===== config.mk =====
export PLATFORM = sky130hd
export DESIGN_NAME = uart_mc_reg_if
export DESIGN_NICKNAME = d
export VERILOG_FILES = /design/src/rtl/uart_mc_reg_if.sv
export SDC_FILE = /design/constraint.sdc
export NUM_CORES = 1
export LEC_CHECK = 0
export BUFFER_PORTS_ARGS = -buffer_cell sky130_fd_sc_hd__buf_2
export CORE_MARGIN = 5
export CORE_UTILIZATION = 47
export DETAILED_ROUTE_END_ITERATION = 16
export PLACE_DENSITY_LB_ADDON = 0.3
export REMOVE_ABC_BUFFERS = 1
export SYNTH_ARGS = -nofsm -noshare
export SYNTH_HDL_FRONTEND = slang
export SYNTH_SLANG_ARGS = --single-unit

===== constraint.sdc =====
create_clock -name clk_i -period 2.7 [get_ports clk_i]
set_input_delay 0.675 -clock clk_i [delete_from_list [all_inputs] [get_ports clk_i]]
set_output_delay 0.675 -clock clk_i [all_outputs]
set_load 0.01 [all_outputs]

===== src/rtl/uart_mc_reg_if.sv =====
// Multi-channel UART register bank behind one memory-mapped slave port.
// Define UART_MC_REG_IF_PEEK_EN to add the non-popping RX_PEEK register at 0x24.
module uart_mc_reg_if #(
   parameter int          NUM_CH       = 4,
   parameter int          ADDR_WIDTH   = 8,
   parameter int          DATA_WIDTH   = 32,
   parameter int          CNT_WIDTH    = 8,
   parameter int          FIFO_DEPTH   = 64,
   parameter int          NEAR_FULL_TH = 48,
   parameter logic [31:0] CLK_DIV_RST  = 32'h28B1
) (
   input  logic                        clk_i,
   input  logic                        srst_i,
   input  logic                        mem_we_i,
   input  logic [ADDR_WIDTH-1:0]       mem_waddr_i,
   input  logic [DATA_WIDTH-1:0]       mem_wdata_i,
   input  logic [3:0]                  mem_wstrb_i,
   output logic                        mem_wvalid_o,
   output logic [1:0]                  mem_wresp_o,
   input  logic                        mem_re_i,
   input  logic [ADDR_WIDTH-1:0]       mem_raddr_i,
   output logic                        mem_rvalid_o,
   output logic [DATA_WIDTH-1:0]       mem_rdata_o,
   output logic [1:0]                  mem_rresp_o,
   output logic [NUM_CH-1:0]           ctrl_clk_en_o,
   output logic [NUM_CH-1:0]           tx_fifo_flush_o,
   output logic [NUM_CH-1:0]           rx_fifo_flush_o,
   output logic [NUM_CH*3-1:0]         cfg_o,
   output logic [NUM_CH*32-1:0]        clk_div_o,
   input  logic [NUM_CH*CNT_WIDTH-1:0] tx_fifo_count_i,
   input  logic [NUM_CH*CNT_WIDTH-1:0] rx_fifo_count_i,
   output logic [NUM_CH*8-1:0]         tx_fifo_data_o,
   output logic [NUM_CH-1:0]           tx_fifo_data_valid_o,
   input  logic [NUM_CH-1:0]           tx_fifo_data_ready_i,
   input  logic [NUM_CH*8-1:0]         rx_fifo_data_i,
   input  logic [NUM_CH-1:0]           rx_fifo_data_valid_i,
   output logic [NUM_CH-1:0]           rx_fifo_data_ready_o,
   input  logic [NUM_CH-1:0]           rx_parity_err_i,
   output logic [NUM_CH-1:0]           irq_o
);

   localparam int          CHW = ADDR_WIDTH - 6;
   localparam int          CW  = CNT_WIDTH;
   localparam logic [31:0] FD  = FIFO_DEPTH;
   localparam logic [31:0] NFT = NEAR_FULL_TH;

   localparam logic [5:0] OFF_CTRL = 6'h00;
   localparam logic [5:0] OFF_CFG  = 6'h04;
   localparam logic [5:0] OFF_DIV  = 6'h08;
   localparam logic [5:0] OFF_TXS  = 6'h0C;
   localparam logic [5:0] OFF_RXS  = 6'h10;
   localparam logic [5:0] OFF_RXD  = 6'h18;
   localparam logic [5:0] OFF_TXD  = 6'h14;
   localparam logic [5:0] OFF_IEN  = 6'h1C;
   localparam logic [5:0] OFF_IST  = 6'h20;
`ifdef UART_MC_REG_IF_PEEK_EN
   localparam logic [5:0] OFF_PEEK = 6'h24;
`endif

   logic [CHW-1:0]    wch, rch;
   logic [5:0]        woff, roff;
   logic [NUM_CH-1:0] wsel, rsel;
   logic              w_hit, r_hit;

   logic              clk_en_q [NUM_CH];
   logic [2:0]        cfg_q    [NUM_CH];
   logic [31:0]       div_q    [NUM_CH];
   logic [5:0]        ien_q    [NUM_CH];
   logic [5:0]        stat_q   [NUM_CH];
   logic [5:0]        stat_d   [NUM_CH];
   logic [4:0]        cond_q   [NUM_CH];
   logic [4:0]        cond     [NUM_CH];
   logic [NUM_CH-1:0] txf_q, rxf_q;

   logic              wvalid_q, rvalid_q;
   logic [1:0]        wresp_q, rresp_q;
   logic [31:0]       rdata_q;

   logic [CW-1:0]     w_tcnt, w_rcnt, r_tcnt, r_rcnt;
   logic              w_trdy, r_trdy, r_rvld, r_clk_en;
   logic [7:0]        r_rdat;
   logic [2:0]        r_cfg;
   logic [31:0]       r_div;
   logic [5:0]        r_ien, r_stat;

   logic              wok, w_idle, w_any;
   logic              wr_ctrl, wr_cfg, wr_div, wr_tx, wr_ien, wr_clr;
   logic              rok, rd_pop;
   logic [31:0]       rdat;

   assign wch  = mem_waddr_i[ADDR_WIDTH-1:6];
   assign woff = mem_waddr_i[5:0];
   assign rch  = mem_raddr_i[ADDR_WIDTH-1:6];
   assign roff = mem_raddr_i[5:0];

   // Per-channel selects double as the out-of-range channel check.
   always_comb begin
      wsel = '0;
      rsel = '0;
      for (int c = 0; c < NUM_CH; c++) begin
         wsel[c] = (wch == CHW'(c));
         rsel[c] = (rch == CHW'(c));
      end
   end
   assign w_hit = |wsel;
   assign r_hit = |rsel;

   always_comb begin
      w_tcnt = '0; w_rcnt = '0; w_trdy = 1'b0;
      r_tcnt = '0; r_rcnt = '0; r_trdy = 1'b0;
      r_rvld = 1'b0; r_rdat = '0; r_clk_en = 1'b0;
      r_cfg = '0; r_div = '0; r_ien = '0; r_stat = '0;
      for (int c = 0; c < NUM_CH; c++) begin
         if (wsel[c]) begin
            w_tcnt = tx_fifo_count_i[c*CW +: CW];
            w_rcnt = rx_fifo_count_i[c*CW +: CW];
            w_trdy = tx_fifo_data_ready_i[c];
         end
         if (rsel[c]) begin
            r_tcnt   = tx_fifo_count_i[c*CW +: CW];
            r_rcnt   = rx_fifo_count_i[c*CW +: CW];
            r_trdy   = tx_fifo_data_ready_i[c];
            r_rvld   = rx_fifo_data_valid_i[c];
            r_rdat   = rx_fifo_data_i[c*8 +: 8];
            r_clk_en = clk_en_q[c];
            r_cfg    = cfg_q[c];
            r_div    = div_q[c];
            r_ien    = ien_q[c];
            r_stat   = stat_q[c];
         end
      end
   end

   always_comb begin
      wok = 1'b0; wr_ctrl = 1'b0; wr_cfg = 1'b0; wr_div = 1'b0;
      wr_tx = 1'b0; wr_ien = 1'b0; wr_clr = 1'b0;
      w_idle = (w_tcnt == '0) && (w_rcnt == '0);
      w_any  = |mem_wstrb_i;
      if (mem_we_i && w_hit && !srst_i) begin
         unique case (1'b1)
            woff == OFF_CTRL: begin wok = 1'b1; wr_ctrl = mem_wstrb_i[0]; end
            woff == OFF_CFG:  begin
               wok    = w_idle || !w_any;
               wr_cfg = w_idle && mem_wstrb_i[0];
            end
            woff == OFF_DIV:  begin wok = w_idle || !w_any; wr_div = w_idle; end
            woff == OFF_TXD:  begin
               wok   = mem_wstrb_i[0] && w_trdy;
               wr_tx = wok;
            end
            woff == OFF_IEN:  begin wok = 1'b1; wr_ien = mem_wstrb_i[0]; end
            woff == OFF_IST:  begin wok = 1'b1; wr_clr = mem_wstrb_i[0]; end
            default:          wok = 1'b0;
         endcase
      end
   end

   always_comb begin
      rok = 1'b0; rd_pop = 1'b0; rdat = '0;
      if (mem_re_i && r_hit && !srst_i) begin
         unique case (1'b1)
            roff == OFF_CTRL: begin rok = 1'b1; rdat = {31'd0, r_clk_en}; end
            roff == OFF_CFG:  begin rok = 1'b1; rdat = {29'd0, r_cfg}; end
            roff == OFF_DIV:  begin rok = 1'b1; rdat = r_div; end
            roff == OFF_TXS:  begin
               rok = 1'b1; rdat = 32'(r_tcnt); rdat[31] = r_trdy;
            end
            roff == OFF_RXS:  begin
               rok = 1'b1; rdat = 32'(r_rcnt); rdat[31] = r_rvld;
            end
            roff == OFF_RXD:  begin
               rok = r_rvld; rd_pop = r_rvld; rdat = {24'd0, r_rdat};
            end
            roff == OFF_IEN:  begin rok = 1'b1; rdat = {26'd0, r_ien}; end
            roff == OFF_IST:  begin rok = 1'b1; rdat = {26'd0, r_stat}; end
`ifdef UART_MC_REG_IF_PEEK_EN
            roff == OFF_PEEK: begin rok = r_rvld; rdat = {24'd0, r_rdat}; end
`endif
            default:          rok = 1'b0;
         endcase
      end
   end

   // Status bits [5:1] fire on rising edges of these levels; bit 0 is the parity event.
   always_comb begin
      for (int c = 0; c < NUM_CH; c++) begin
         cond[c] = {32'(tx_fifo_count_i[c*CW +: CW]) == FD,
                    32'(tx_fifo_count_i[c*CW +: CW]) >= NFT,
                    32'(rx_fifo_count_i[c*CW +: CW]) == FD,
                    32'(rx_fifo_count_i[c*CW +: CW]) >= NFT,
                    rx_fifo_data_valid_i[c]};
         stat_d[c] = (stat_q[c] & ~((wr_clr && wsel[c]) ? mem_wdata_i[5:0] : 6'd0))
                   | {cond[c] & ~cond_q[c], rx_parity_err_i[c]};
      end
   end

   always_ff @(posedge clk_i) begin
      if (srst_i) begin
         for (int c = 0; c < NUM_CH; c++) begin
            clk_en_q[c] <= 1'b0;
            cfg_q[c]    <= '0;
            div_q[c]    <= CLK_DIV_RST;
            ien_q[c]    <= '0;
            stat_q[c]   <= '0;
            cond_q[c]   <= '0;
         end
         txf_q    <= '0;
         rxf_q    <= '0;
         wvalid_q <= 1'b0;
         wresp_q  <= 2'b00;
         rvalid_q <= 1'b0;
         rresp_q  <= 2'b00;
         rdata_q  <= '0;
      end else begin
         for (int c = 0; c < NUM_CH; c++) begin
            cond_q[c] <= cond[c];
            stat_q[c] <= stat_d[c];
            txf_q[c]  <= wr_ctrl && wsel[c] && mem_wdata_i[1];
            rxf_q[c]  <= wr_ctrl && wsel[c] && mem_wdata_i[2];
            if (wr_ctrl && wsel[c]) clk_en_q[c] <= mem_wdata_i[0];
            if (wr_cfg && wsel[c]) cfg_q[c] <= mem_wdata_i[2:0];
            if (wr_ien && wsel[c]) ien_q[c] <= mem_wdata_i[5:0];
            for (int b = 0; b < 4; b++)
               if (wr_div && wsel[c] && mem_wstrb_i[b])
                  div_q[c][8*b +: 8] <= mem_wdata_i[8*b +: 8];
         end
         wvalid_q <= mem_we_i;
         wresp_q  <= (mem_we_i && !wok) ? 2'b10 : 2'b00;
         rvalid_q <= mem_re_i;
         rresp_q  <= (mem_re_i && !rok) ? 2'b10 : 2'b00;
         rdata_q  <= rok ? rdat : 32'd0;
      end
   end

   always_comb begin
      for (int c = 0; c < NUM_CH; c++) begin
         ctrl_clk_en_o[c]          = clk_en_q[c];
         cfg_o[c*3 +: 3]           = cfg_q[c];
         clk_div_o[c*32 +: 32]     = div_q[c];
         irq_o[c]                  = |(stat_q[c] & ien_q[c]);
         tx_fifo_data_valid_o[c]   = wr_tx && wsel[c];
         tx_fifo_data_o[c*8 +: 8]  = (wr_tx && wsel[c]) ? mem_wdata_i[7:0] : 8'd0;
         rx_fifo_data_ready_o[c]   = rd_pop && rsel[c];
      end
   end

   assign tx_fifo_flush_o = txf_q;
   assign rx_fifo_flush_o = rxf_q;
   assign mem_wvalid_o    = wvalid_q;
   assign mem_wresp_o     = wresp_q;
   assign mem_rvalid_o    = rvalid_q;
   assign mem_rresp_o     = rresp_q;
   assign mem_rdata_o     = rdata_q;

endmodule


==> run summary <==
Worst skew pair latency = 0.55 ns
Hold Path Class = primary input to register
IO buf count = 395
Initial DRT Pass Iterations = 5
Fin crit period = 2.70 ns
Top FF cell, synth = edfxtp_1
Finished Core Util = 0.628
Starting Density = 0.473
Synth Cell Area = 12700 um^2
CP Capture Type = primary output
Main area contributors after synthesis = edfxtp_1 (40%), dfxtp_1 (14%), mux4_2 (12%), nor4_1 (5.0%), and2_1 (2.9%)
Vias in the first global route = 11600
Die area = 30300 um^2
CTS tree = yes
Initial drt markers = 1222
Rows = 60
Post-route cell area = 16800 um^2
Via/cell ratio = 6.20
CTS Sinks = 256
Worst Clk Skew = 0.00976 ns
Worst hold slack = 0.339 ns
Maximum VDD drop = 386 uV
Critical path class = primary input to primary output
Global route overflow = 0
CTS Buffer Depth = 3
Final Max Slew Viols = 0
Synth-to-layout area growth = 32.6%
Wire length per cell = 26.3 um
Die H = 174 um
Clock-pin slew on the worst setup and hold paths = 0.06 ns
Syn avg cell area = 11.7 um^2
Drt total wl = 49.1 mm
Post-DRT Antenna Nets = 0
Max cap viols = 0
Relative slew slack = 0.383
Area after DPL = 15600 um^2
CP Max Fanout = 9
Io pins = 398
Post-Synthesis Cells = 1079
Required @ worst endpoint = 2.03 ns
CTS Buf Count = 28
LEAKAGE = 6.54 nW
Gr usage total = 0.311
Clock Root Buffer = clkbuf_16
Placer congestion estimate = 0.946
Failing checks = negative setup slack
Number of hold buffers added after CTS = 0
H-tree levels = 1
Core area = 26700 um^2
Synth unique cells = 50
Fin nets = 1664
Power density cells = 588 nW/um^2
Biggest area consumer among synthesized cells = edfxtp_1
Post-synth ARST share = 0
Post-DP HPWL = 36.7 mm
Die X = 174 um
Fmax = 0.370 GHz
DR DRC count = 0
Worst Max-Slew Pin Slew = 0.916 ns
Startpoint types = primary input
Yosys reg bits = 256
Unrepaired setup endpoints after global routing = true
Status = complete, but fails checks
Pin count of the biggest net entering global routing = 93
Period utilisation layout = 1.00
Seq/Total Area, Yosys = 0.538
Layout cells sized above 1 = 0.433
Post-synth EDFFs = 168
Initial antenna violation count = 3
WP data arrival = 2.03 ns
Area share of the largest cell type after synthesis = 0.399
Vias = 11600
Setup slack after layout = -0.00317 ns
Yosys warns = 0
Final hold vios = 0
First-pass GRT wire length = 73.0 mm
Setup Viol. Count Final = 3
## critical path, stage by stage
cell and delay (ns):
buf_2 0.12, nor4_4 0.34, buf_4 0.20, nand3_4 0.14
nor2_4 0.14, buf_12 0.15, and2_1 0.13, buf_2 0.13
## flip-flops by register name (all words and copies together) (netlist names)
register,flops
mem_rdata_o,32
div_q,128
cfg_q,12
mem_rresp_o,1
ien_q,24
stat_q,24
rx_fifo_flush_o,4
cond_q,20
clk_en_q,4
mem_wresp_o,1
mem_wvalid_o,1
tx_fifo_flush_o,4
mem_rvalid_o,1
## cell families after synthesis
family                    after synthesis  synth area share
and+or+nand+nor                       496             0.220
muxes                                  75             0.125
DFF                                   256             0.538
AOI/OAI and AO/OA                     127            0.0745
other                                   1          0.000296
buffers and inverters                 122            0.0409
xor gates and xnor gates                2           0.00138
## per-stage QoR
stage          setup slack, ns  total power [mW]  cells   TNS, ns
2_1_floorplan            -1.50              5.00    974   -289.03
3_3_place_gp            -0.887              5.76   1806    -90.21
3_5_place_dp            -0.836              5.77   1806    -89.46
4_1_cts                0.00586              9.86   1863         0
5_1_grt                -0.0342              10.1   1864    -0.451
6_report              -0.00317              9.86   1864  -0.00432
## final timing paths
path	depth (start not counted)	start	slack (ns)	endpoint
worst min-delay path	3	rx_parity_err_i[2]	0.34	stat_q[2][0]
worst max-delay path	8	mem_waddr_i[0]	-0.003	tx_fifo_data_o[22]
worst min register to register	2	cond_q[1][2]	0.47	stat_q[1][3]
worst max register to register	4	div_q[3][2]	1.01	mem_rdata_o[2]
## cell type report
class / count / area, um^2
fill: 2129 / 9950
timing repair buffer: 496 / 3040
antenna: 1 / 2.50
clock inverter: 24 / 290
tap: 341 / 427
sequential: 256 / 6810
multi-input combinational: 702 / 5450
clock buffer: 28 / 701
inverter: 16 / 60.1
## per-layer routing
| metal | wire length (um) | GRT usage |
|---|---|---|
| met2 | 24400 | 0.538 |
| met1 | 17600 | 0.384 |
| met3 | 5210 | 0.0772 |
| met4 | 1850 | 0.105 |
| met5 | 13 | 0 |
## cells in the mapped netlist, types with 2 or more instances
master	instances
edfxtp_1	168
nor4b_1	5
nor4_2	9
a211oi_1	7
a22oi_1	26
o22ai_1	2
mux2i_1	7
a32o_1	11
and3_1	22
nand3_1	45
a22o_1	7
nor2b_1	40
inv_1	15
a21oi_1	17
clkbuf_1	74
mux2_2	2
nor3_1	22
mux4_2	66
a31oi_1	6
nor3b_1	11
nor4_1	101
and2_1	59
or4_1	7
buf_4	6
nand4_1	34
buf_6	3
buf_2	12
a31o_2	16
buf_1	11
o21ai_0	13
dfxtp_1	88
a21o_1	9
nand2b_1	4
nand2_1	72
a221oi_1	4
o31a_1	3
nor2_1	62
## repair_timing
item,4_1_cts,5_1_grt
hold endpoints to repair,0,0
resized for setup,20,14
pin swaps,5,3
setup endpoints to repair,39,35
buffers inserted,5,0
## report_power, final
group	internal, mW	switching, mW
clock	2.47	1.67
combinational	0.540	0.726
sequential	4.34	0.119
total	7.35	2.52
## cells in the final DEF (no fill, tap or decap), drive strengths merged, types with 16 or more instances in the layout
| cell | synthesis | routed |
|---|---|---|
| and3 | 22 | 22 |
| nor2 | 62 | 62 |
| edfxtp | 168 | 168 |
| nor4 | 110 | 110 |
| dfxtp | 88 | 88 |
| and2 | 59 | 59 |
| nand3 | 45 | 45 |
| clkbuf | 74 | 28 |
| nand2 | 72 | 72 |
| a22oi | 26 | 26 |
| a31o | 16 | 16 |
| nor3 | 22 | 22 |
| mux4 | 66 | 66 |
| nor2b | 40 | 40 |
| inv | 15 | 16 |
| nand4 | 34 | 34 |
| buf | 32 | 496 |
| a21oi | 17 | 17 |
(Power assumes the default switching activity.)
